## src/rtl/mips_ctrl_pkg.sv

```systemverilog
// Shared types and encodings for the multi-cycle MIPS control unit.
// State codes double as the debug value exported on the state port.
package mips_ctrl_pkg;

    typedef enum logic [3:0] {
        S_FETCH    = 4'd0,
        S_DECODE   = 4'd1,
        S_EXEC_R   = 4'd2,
        S_RWB      = 4'd3,
        S_EXEC_I   = 4'd4,
        S_IWB      = 4'd5,
        S_MEM_ADDR = 4'd6,
        S_MEM_RD   = 4'd7,
        S_MEM_WB   = 4'd8,
        S_MEM_WR   = 4'd9,
        S_BRANCH   = 4'd10,
        S_JUMP     = 4'd11,
        S_JAL      = 4'd12,
        S_JR       = 4'd13,
        S_TRAP     = 4'd14
    } state_t;

    localparam logic [5:0] OP_R     = 6'b000_000;
    localparam logic [5:0] OP_LW    = 6'b100_011;
    localparam logic [5:0] OP_SW    = 6'b101_011;
    localparam logic [5:0] OP_ADDI  = 6'b001_000;
    localparam logic [5:0] OP_ANDI  = 6'b001_100;
    localparam logic [5:0] OP_BEQ   = 6'b000_100;
    localparam logic [5:0] OP_J     = 6'b000_010;
    localparam logic [5:0] OP_JAL   = 6'b000_011;
    localparam logic [5:0] FUNCT_JR = 6'b001_000;

    localparam logic [5:0] ALU_ADD_CODE = 6'b000_000;
    localparam logic [5:0] ALU_SUB_CODE = 6'b000_100;

    localparam logic [1:0] REG_DST_RT = 2'b00;
    localparam logic [1:0] REG_DST_RD = 2'b01;
    localparam logic [1:0] REG_DST_RA = 2'b10;

    localparam logic [1:0] M2R_ALUOUT = 2'b00;
    localparam logic [1:0] M2R_MDR    = 2'b01;
    localparam logic [1:0] M2R_PC     = 2'b10;

    localparam logic [1:0] ALUB_RT     = 2'b00;
    localparam logic [1:0] ALUB_FOUR   = 2'b01;
    localparam logic [1:0] ALUB_IMM    = 2'b10;
    localparam logic [1:0] ALUB_IMM_SH = 2'b11;

    localparam logic [1:0] PCSRC_ALU    = 2'b00;
    localparam logic [1:0] PCSRC_ALUOUT = 2'b01;
    localparam logic [1:0] PCSRC_JUMP   = 2'b10;
    localparam logic [1:0] PCSRC_RS     = 2'b11;

    // States that hold a memory request open and are guarded by the wait timer.
    function automatic logic is_mem_wait(input state_t s);
        return (s == S_FETCH) || (s == S_MEM_RD) || (s == S_MEM_WR);
    endfunction

endpackage

```

## src/rtl/mem_wait_timer.sv

```systemverilog
// Counts cycles a memory request has been outstanding and flags the last allowed one.
// Count returns to zero whenever the request completes, times out or no request is open.
module mem_wait_timer #(
    parameter int MEM_TIMEOUT = 15   // legal range 1..255
) (
    input  logic clk,
    input  logic reset,
    input  logic i_active,
    input  logic i_ready,
    output logic o_timeout
);

    localparam logic [7:0] LIMIT = 8'(MEM_TIMEOUT - 1);

    logic [7:0] r_count;
    logic       w_timeout;

    assign w_timeout = i_active && !i_ready && (r_count == LIMIT);
    assign o_timeout = w_timeout;

    always_ff @(posedge clk) begin
        if (reset) begin
            r_count <= 8'd0;
        end else if (!i_active || i_ready || w_timeout) begin
            r_count <= 8'd0;
        end else begin
            r_count <= r_count + 8'd1;
        end
    end

endmodule

```

## src/rtl/multicycle_control_fsm.sv

```systemverilog
// Multi-cycle MIPS control FSM: FETCH/DECODE/EXEC/MEM/WB sequencing with memory wait
// handshake, timeout to trap and illegal-opcode trap.
module multicycle_control_fsm
    import mips_ctrl_pkg::*;
#(
    parameter int ALUOP_W     = 6,
    parameter int MEM_TIMEOUT = 15,
    parameter int TRAP_VECTOR = 1
) (
    input  logic               clk,
    input  logic               reset,
    input  logic [5:0]         opcode,
    input  logic [5:0]         funct,
    input  logic               mem_ready,
    output logic               pc_write,
    output logic               pc_wr_cond,
    output logic               iord,
    output logic               mem_read,
    output logic               mem_write,
    output logic               ir_write,
    output logic [1:0]         reg_dst,
    output logic [1:0]         mem_to_reg,
    output logic               reg_write,
    output logic               alu_src_a,
    output logic [1:0]         alu_src_b,
    output logic [ALUOP_W-1:0] alu_op,
    output logic [1:0]         pc_source,
    output logic [3:0]         state,
    output logic               bus_err,
    output logic               illegal
);

    state_t r_state;
    state_t w_next;
    logic   r_trap_bus;     // TRAP entered from a memory timeout rather than a bad opcode
    logic   w_timeout;

    logic [ALUOP_W-1:0] w_op_ext;
    logic [ALUOP_W-1:0] w_sub;
    logic [ALUOP_W-1:0] w_add;

    assign w_op_ext = ALUOP_W'(opcode);
    assign w_sub    = ALUOP_W'(ALU_SUB_CODE);
    assign w_add    = ALUOP_W'(ALU_ADD_CODE);
    assign state    = r_state;

    mem_wait_timer #(
        .MEM_TIMEOUT(MEM_TIMEOUT)
    ) u_timer (
        .clk      (clk),
        .reset    (reset),
        .i_active (is_mem_wait(r_state)),
        .i_ready  (mem_ready),
        .o_timeout(w_timeout)
    );

    always_ff @(posedge clk) begin
        if (reset) begin
            r_state    <= S_FETCH;
            r_trap_bus <= 1'b0;
        end else begin
            r_state    <= w_next;
            r_trap_bus <= w_timeout;
        end
    end

    always_comb begin
        w_next = r_state;
        case (r_state)
            S_FETCH: begin
                if (mem_ready)      w_next = S_DECODE;
                else if (w_timeout) w_next = S_TRAP;
            end
            S_DECODE: begin
                case (opcode)
                    OP_R:            w_next = (funct == FUNCT_JR) ? S_JR : S_EXEC_R;
                    OP_LW, OP_SW:    w_next = S_MEM_ADDR;
                    OP_ADDI, OP_ANDI: w_next = S_EXEC_I;
                    OP_BEQ:          w_next = S_BRANCH;
                    OP_J:            w_next = S_JUMP;
                    OP_JAL:          w_next = S_JAL;
                    default:         w_next = S_TRAP;
                endcase
            end
            S_EXEC_R:   w_next = S_RWB;
            S_EXEC_I:   w_next = S_IWB;
            S_MEM_ADDR: w_next = (opcode == OP_LW) ? S_MEM_RD : S_MEM_WR;
            S_MEM_RD: begin
                if (mem_ready)      w_next = S_MEM_WB;
                else if (w_timeout) w_next = S_TRAP;
            end
            S_MEM_WR: begin
                if (mem_ready)      w_next = S_FETCH;
                else if (w_timeout) w_next = S_TRAP;
            end
            default:    w_next = S_FETCH;
        endcase
    end

    always_comb begin
        pc_write   = 1'b0;
        pc_wr_cond = 1'b0;
        iord       = 1'b0;
        mem_read   = 1'b0;
        mem_write  = 1'b0;
        ir_write   = 1'b0;
        reg_dst    = REG_DST_RT;
        mem_to_reg = M2R_ALUOUT;
        reg_write  = 1'b0;
        alu_src_a  = 1'b0;
        alu_src_b  = ALUB_RT;
        alu_op     = w_add;
        pc_source  = PCSRC_ALU;
        bus_err    = 1'b0;
        illegal    = 1'b0;
        case (r_state)
            S_FETCH: begin
                mem_read  = 1'b1;
                alu_src_b = ALUB_FOUR;
                // PC+4 and IR latch only on the completing cycle, so wait states
                // do not advance the PC repeatedly.
                if (mem_ready && !reset) begin
                    ir_write = 1'b1;
                    pc_write = 1'b1;
                end
            end
            S_DECODE: alu_src_b = ALUB_IMM_SH;
            S_EXEC_R: begin
                alu_src_a = 1'b1;
                alu_src_b = ALUB_RT;
            end
            S_RWB: begin
                reg_dst    = REG_DST_RD;
                mem_to_reg = M2R_ALUOUT;
                reg_write  = 1'b1;
            end
            S_EXEC_I: begin
                alu_src_a = 1'b1;
                alu_src_b = ALUB_IMM;
                alu_op    = w_op_ext;
            end
            S_IWB: begin
                reg_dst   = REG_DST_RT;
                reg_write = 1'b1;
            end
            S_MEM_ADDR: begin
                alu_src_a = 1'b1;
                alu_src_b = ALUB_IMM;
            end
            S_MEM_RD: begin
                mem_read = 1'b1;
                iord     = 1'b1;
            end
            S_MEM_WB: begin
                reg_dst    = REG_DST_RT;
                mem_to_reg = M2R_MDR;
                reg_write  = 1'b1;
            end
            S_MEM_WR: begin
                mem_write = 1'b1;
                iord      = 1'b1;
            end
            S_BRANCH: begin
                alu_src_a  = 1'b1;
                alu_src_b  = ALUB_RT;
                alu_op     = w_sub;
                pc_wr_cond = 1'b1;
                pc_source  = PCSRC_ALUOUT;
            end
            S_JUMP: begin
                pc_write  = 1'b1;
                pc_source = PCSRC_JUMP;
            end
            S_JAL: begin
                // Link value is the PC already advanced during FETCH.
                pc_write   = 1'b1;
                pc_source  = PCSRC_JUMP;
                reg_dst    = REG_DST_RA;
                mem_to_reg = M2R_PC;
                reg_write  = 1'b1;
            end
            S_JR: begin
                pc_write  = 1'b1;
                pc_source = PCSRC_RS;
            end
            S_TRAP: begin
                bus_err = r_trap_bus;
                illegal = !r_trap_bus;
                if (TRAP_VECTOR != 0) begin
                    pc_write  = 1'b1;
                    pc_source = PCSRC_RS;
                end
            end
            default: ;
        endcase
    end

endmodule

```

## config.mk

```make
export PLATFORM = sky130hd
export DESIGN_NAME = multicycle_control_fsm
export DESIGN_NICKNAME = d
export VERILOG_FILES = /design/src/rtl/mips_ctrl_pkg.sv /design/src/rtl/mem_wait_timer.sv /design/src/rtl/multicycle_control_fsm.sv
export SDC_FILE = /design/constraint.sdc
export NUM_CORES = 1
export LEC_CHECK = 0
export CORE_ASPECT_RATIO = 1.4
export CORE_UTILIZATION = 44
export CTS_CLUSTER_DIAMETER = 150
export DETAILED_ROUTE_END_ITERATION = 6
export PLACE_DENSITY = 0.86
export SLEW_MARGIN = 25
export SYNTH_ARGS = -nofsm -noshare
export SYNTH_HDL_FRONTEND = slang
export SYNTH_SLANG_ARGS = --single-unit
export TNS_END_PERCENT = 100
```

## constraint.sdc

```tcl
create_clock -name clk -period 1.91 [get_ports clk]
set_input_delay 0.573 -clock clk [delete_from_list [all_inputs] [get_ports clk]]
set_output_delay 0.573 -clock clk [all_outputs]
set_load 0.05 [all_outputs]
```

==> results of run 1 <==
==> cells by family after synthesis <==
family                     count (synthesis)  share of synthesized area [%]
AOI/OAI and AO/OA                         29                          17.13
xor gates and xnor gates                   8                          6.229
adders and majority gates                  2                          2.224
buffers and inverters                     17                          8.120
DFF                                       13                          23.14
and+or+nand+nor                           85                          43.16
==> synthesized netlist by cell type, drive strengths merged <==
library cell and count:
a211oi 2, dfxtp 13, nand4 3, xor2 6
nor3 8, nand2b 3, a21o 1, and3 6
nor2 24, and2 1, or4bb 1, o31a 1
or2b 1, a32oi 1, and4b 1, or4b 3
xnor2 2, or3 4, o22ai 1, or4 3
o21bai 1, nor3b 2, nand3 4, o21ai 2
nor4bb 1, buf 5, inv 7, clkbuf 5
nor2b 2, nand2 10, a31oi 6, nand4b 2
ha 2, o32ai 1, a21oi 9, nor4b 1
o31ai 4, nor4 1, nand3b 1, or2 3
==> stage by stage <==
stage	hold slack (ns)	setup WS, ns
after global placement	0.4531	-0.3465
after detailed placement	0.4786	-0.4918
after floorplan	0.4372	-0.5582
==> impl_metrics.env, run 1 <==
export IMPL_netlist_top_cells_area="dfxtp_1 (23%), nor2_1 (8.0%), xor2_1 (4.7%)"
export IMPL_syn_nets=171
export IMPL_rows=21
export IMPL_yosysWarnings=0
export IMPL_dpl_hpwl_um=3396
export IMPL_cts_buffer_depth=2
export IMPL_synth_avg_cell_area_um2=7.304
export IMPL_synth_area_leader_cell="dfxtp_1"
export IMPL_die_h_um=61.83
export IMPL_syn_inst=154
export IMPL_numCtsBuffers=3
export IMPL_status="stopped before the end"
export IMPL_gp_congestion=0.8945
export IMPL_initial_core_util_pct=46.53
export IMPL_netlist_area_mm2=0.001125
export IMPL_synth_top_area_share_pct=23.14
export IMPL_synth_seq_cells=13
export IMPL_htree_num_levels=1
export IMPL_die_w_um=44.73
export IMPL_post_cts_buffers=9
export IMPL_error="[ERROR DPL-0038] Utilization greater than 100%, impossible to legalize"
export IMPL_cts_sinks=13
export IMPL_failed_stage="clock tree synthesis (4_1_cts)"
export IMPL_ys_types=49
export IMPL_yosysSeqAreaShare_pct=23.14
export IMPL_io_buffers=42
export IMPL_cts_root_buf="clkbuf_4"
export IMPL_cts_hold_buf=0
export IMPL_post_dp_cell_area_mm2=0.002245
export IMPL_ctsResizeCount=56
export IMPL_numPlacedInstances=249
export IMPL_io_pins=43
==> inputs of run 2 (changes only) <==
--- a/config.mk
+++ b/config.mk
@@ -5,11 +5,10 @@
 export SDC_FILE = /design/constraint.sdc
 export NUM_CORES = 1
 export LEC_CHECK = 0
-export CORE_ASPECT_RATIO = 1.4
-export CORE_UTILIZATION = 44
-export CTS_CLUSTER_DIAMETER = 150
+export CORE_AREA = 2 2 63 65
 export DETAILED_ROUTE_END_ITERATION = 6
-export PLACE_DENSITY = 0.86
+export DIE_AREA = 0 0 65 67
+export PLACE_DENSITY_LB_ADDON = 0.15
 export SLEW_MARGIN = 25
 export SYNTH_ARGS = -nofsm -noshare
 export SYNTH_HDL_FRONTEND = slang
==> run 2 against run 1 <==
  * Synthesized cell count unchanged
  * Synthesized area unchanged
  * The flow now finishes, with violations (setup timing)
==> impl_metrics.env, run 2 <==
export IMPL_final_cell_area_mm2=0.002701
export IMPL_htree_num_levels=1
export IMPL_maxSlewViolCount=0
export IMPL_drt_first_iter_violations=39
export IMPL_clkPwrFrac_pct=5.8
export IMPL_period_share_pct=113.6
export IMPL_cts_sinks=13
export IMPL_grt_max_degree=17
export IMPL_post_dp_cell_area_mm2=0.002285
export IMPL_synth_edf_count=0
export IMPL_hold_viol=0
export IMPL_cts_root_buf="clkbuf_8"
export IMPL_multi_input_area_mm2=0.001125
export IMPL_ff_latch_area_um2=275.3
export IMPL_drt_pass1_iterations=4
export IMPL_cp_required_ns=1.34
export IMPL_final_cell_mix="buf_4 (30), buf_12 (30), buf_6 (14)"
export IMPL_die_h_um=67
export IMPL_path_clk_slew_ns=0.06
export IMPL_pre_cts_slack_ns=-0.4130
export IMPL_largest_register_ff_count=8
export IMPL_drcViolationCount=0
export IMPL_p_sw_share_pct=46.71
export IMPL_status="finished, violations left"
export IMPL_dpl_hpwl_um=2963
export IMPL_numPlacedInstances=266
export IMPL_yosysSeqAreaShare_pct=23.14
export IMPL_fin_cells=286
export IMPL_power_internal_mw=2.157
export IMPL_violations="setup timing"
export IMPL_endpoint_kind="output port"
export IMPL_synth_common_cells="nor2_1 (24), dfxtp_1 (13), nand2_1 (10), a21oi_1 (9), nor3_1 (8)"
export IMPL_grt_pass1_vias=1421
export IMPL_io_pins=43
export IMPL_die_w_um=65
export IMPL_synth_top_area_share_pct=23.14
export IMPL_antenna_found_initial=0
export IMPL_n_antenna_cell=0
export IMPL_max_cap_violations=0
export IMPL_max_vdd_ir_drop_mv=0.8161
export IMPL_min_path_type="flip-flop to flip-flop"
export IMPL_crit_type="flip-flop to output port"
export IMPL_skew_ns=0.007182
export IMPL_p_switching_mw=1.891
export IMPL_post_route_cells_drive_above_1_share_pct=59.24
export IMPL_totalWireLength_um=4058
export IMPL_cts_hold_buf=0
export IMPL_pwr_share_comb_pct=84.6
export IMPL_ant_nets=0
export IMPL_post_drt_wl_per_cell_um=14.19
export IMPL_gp_congestion=0.9012
export IMPL_worstSkewPairLatency_ns=0.24
export IMPL_nFillCells=243
export IMPL_ys_types=49
export IMPL_grt_use_total_pct=18.73
export IMPL_num_vias=1455
export IMPL_reg2regPathDepth=6
export IMPL_yosysWarnings=0
export IMPL_synthToLayoutAreaGrowth_pct=140.2
export IMPL_overflow=0
export IMPL_post_synth_top_count_cell="nor2_1"
export IMPL_rsz0062_at_grt="yes"
export IMPL_synth_seq_cells=13
export IMPL_crit_path_max_fanout=2
export IMPL_regMostFlops="u_timer.r_count"
export IMPL_timing_fmax_mhz=461.1
export IMPL_vias_per_cell=5.087
export IMPL_die_area_mm2=0.004355
export IMPL_syn_nets=171
export IMPL_dominantRegCellSynth="dfxtp_1"
export IMPL_hold_ws_ns=0.4859
export IMPL_grt_pass1_wl_um=6361
export IMPL_leakage_nw=1.033
export IMPL_worst_pin_slew_ns=0.3469
export IMPL_cts_tree="done"
export IMPL_netlist_top_cells_area="dfxtp_1 (23%), nor2_1 (8.0%), xor2_1 (4.7%)"
export IMPL_worst_slack_ns=-0.2589
export IMPL_final_core_util_pct=74.91
export IMPL_numCtsBuffers=3
export IMPL_hold_depth=1
export IMPL_cellPowerDensity_mw_per_mm2=1498
export IMPL_fin_nets=256
export IMPL_start_kind="flip-flop"
export IMPL_core_area_mm2=0.003606
export IMPL_finalSetupViolCount=20
export IMPL_rows=22
export IMPL_pwr_share_seq_pct=9.6
export IMPL_crit_arrival_ns=1.60
export IMPL_io_buffers=42
export IMPL_initial_core_util_pct=31.19
export IMPL_syn_inst=154
export IMPL_relSlewSlack_pct=76.80
export IMPL_async_flop_share_pct=0
export IMPL_synth_area_leader_cell="dfxtp_1"
export IMPL_netlist_area_mm2=0.001125
export IMPL_synth_avg_cell_area_um2=7.304
export IMPL_finalCriticalPeriod_ns=2.169
export IMPL_cts_buffer_depth=2
==> run 2: cell counts after synthesis <==
Identical to the previous run, type by type.
==> run 2: repair_timing <==
action	4_1_cts	5_1_grt
cloned	0	0
gates resized for setup	53	22
pin swaps	18	9
buffers inserted	7	9
setup endpoints to repair	27	28
==> run 2: worst paths after layout <==
| kind | from | end | slack (ns) |
|---|---|---|---|
| worst min register to register | u_timer.r_count[0] | u_timer.r_count[0] | 0.49 |
| worst max-delay path | state[2] | pc_write | -0.26 |
| worst min-delay path | u_timer.r_count[0] | u_timer.r_count[0] | 0.49 |
| worst max register to register | state[0] | state[0] | 0.07 |
==> run 2: critical path, stage by stage, from the launching register on <==
cell and delay (ns):
dfxtp_4 0.33, or4_4 0.56, nor3b_4 0.19, or2_4 0.15, buf_12 0.12
==> run 2: layout make-up <==
cell class	instances	area share, %
sequential	13	10.19
inverter	7	1.528
multi-input combinational	124	41.64
tap	48	2.223
clock buffer	4	1.667
timing repair buffer	90	42.75
==> run 2: kinds of logic after synthesis <==
| kind of cell | count (synthesis) | share of synthesized area [%] |
|---|---|---|
| XOR/XNOR | 8 | 6.229 |
| adder cells (fa/ha/maj) | 2 | 2.224 |
| buffers and inverters | 17 | 8.120 |
| AND/OR/NAND/NOR | 85 | 43.16 |
| AO/OA/AOI/OAI | 29 | 17.13 |
| flip-flops | 13 | 23.14 |
==> run 2: routing by layer <==
layer	vias to the layer above	share of wire [%]	global-route usage (%)	wire [µm]
met1	684	42	21.82	1686
met4	0	0.86	5.053	35
met3	4	4.3	3.041	174
met2	37	53	35.18	2162
li1	730	-	-	-
met5	-	0	0	0
==> run 2: metrics by stage <==
step,TNS [ns],power (mW)
2_1_floorplan,-1.278,2.169
3_5_place_dp,-2.971,3.275
5_1_grt,-3.415,4.230
4_1_cts,-1.857,3.845
3_3_place_gp,-2.747,3.232
6_report,-2.058,4.048
==> run 2: power groups by stage <==
stage	clock network (mW)	logic, mW	registers [mW]
global placement	0	2.84	0.392
CTS	0.240	3.21	0.397
global route	0.254	3.58	0.399
finish	0.236	3.42	0.389
detailed placement	0	2.88	0.398
floorplan	0	1.67	0.502
Power figures use the tool's default switching activity.
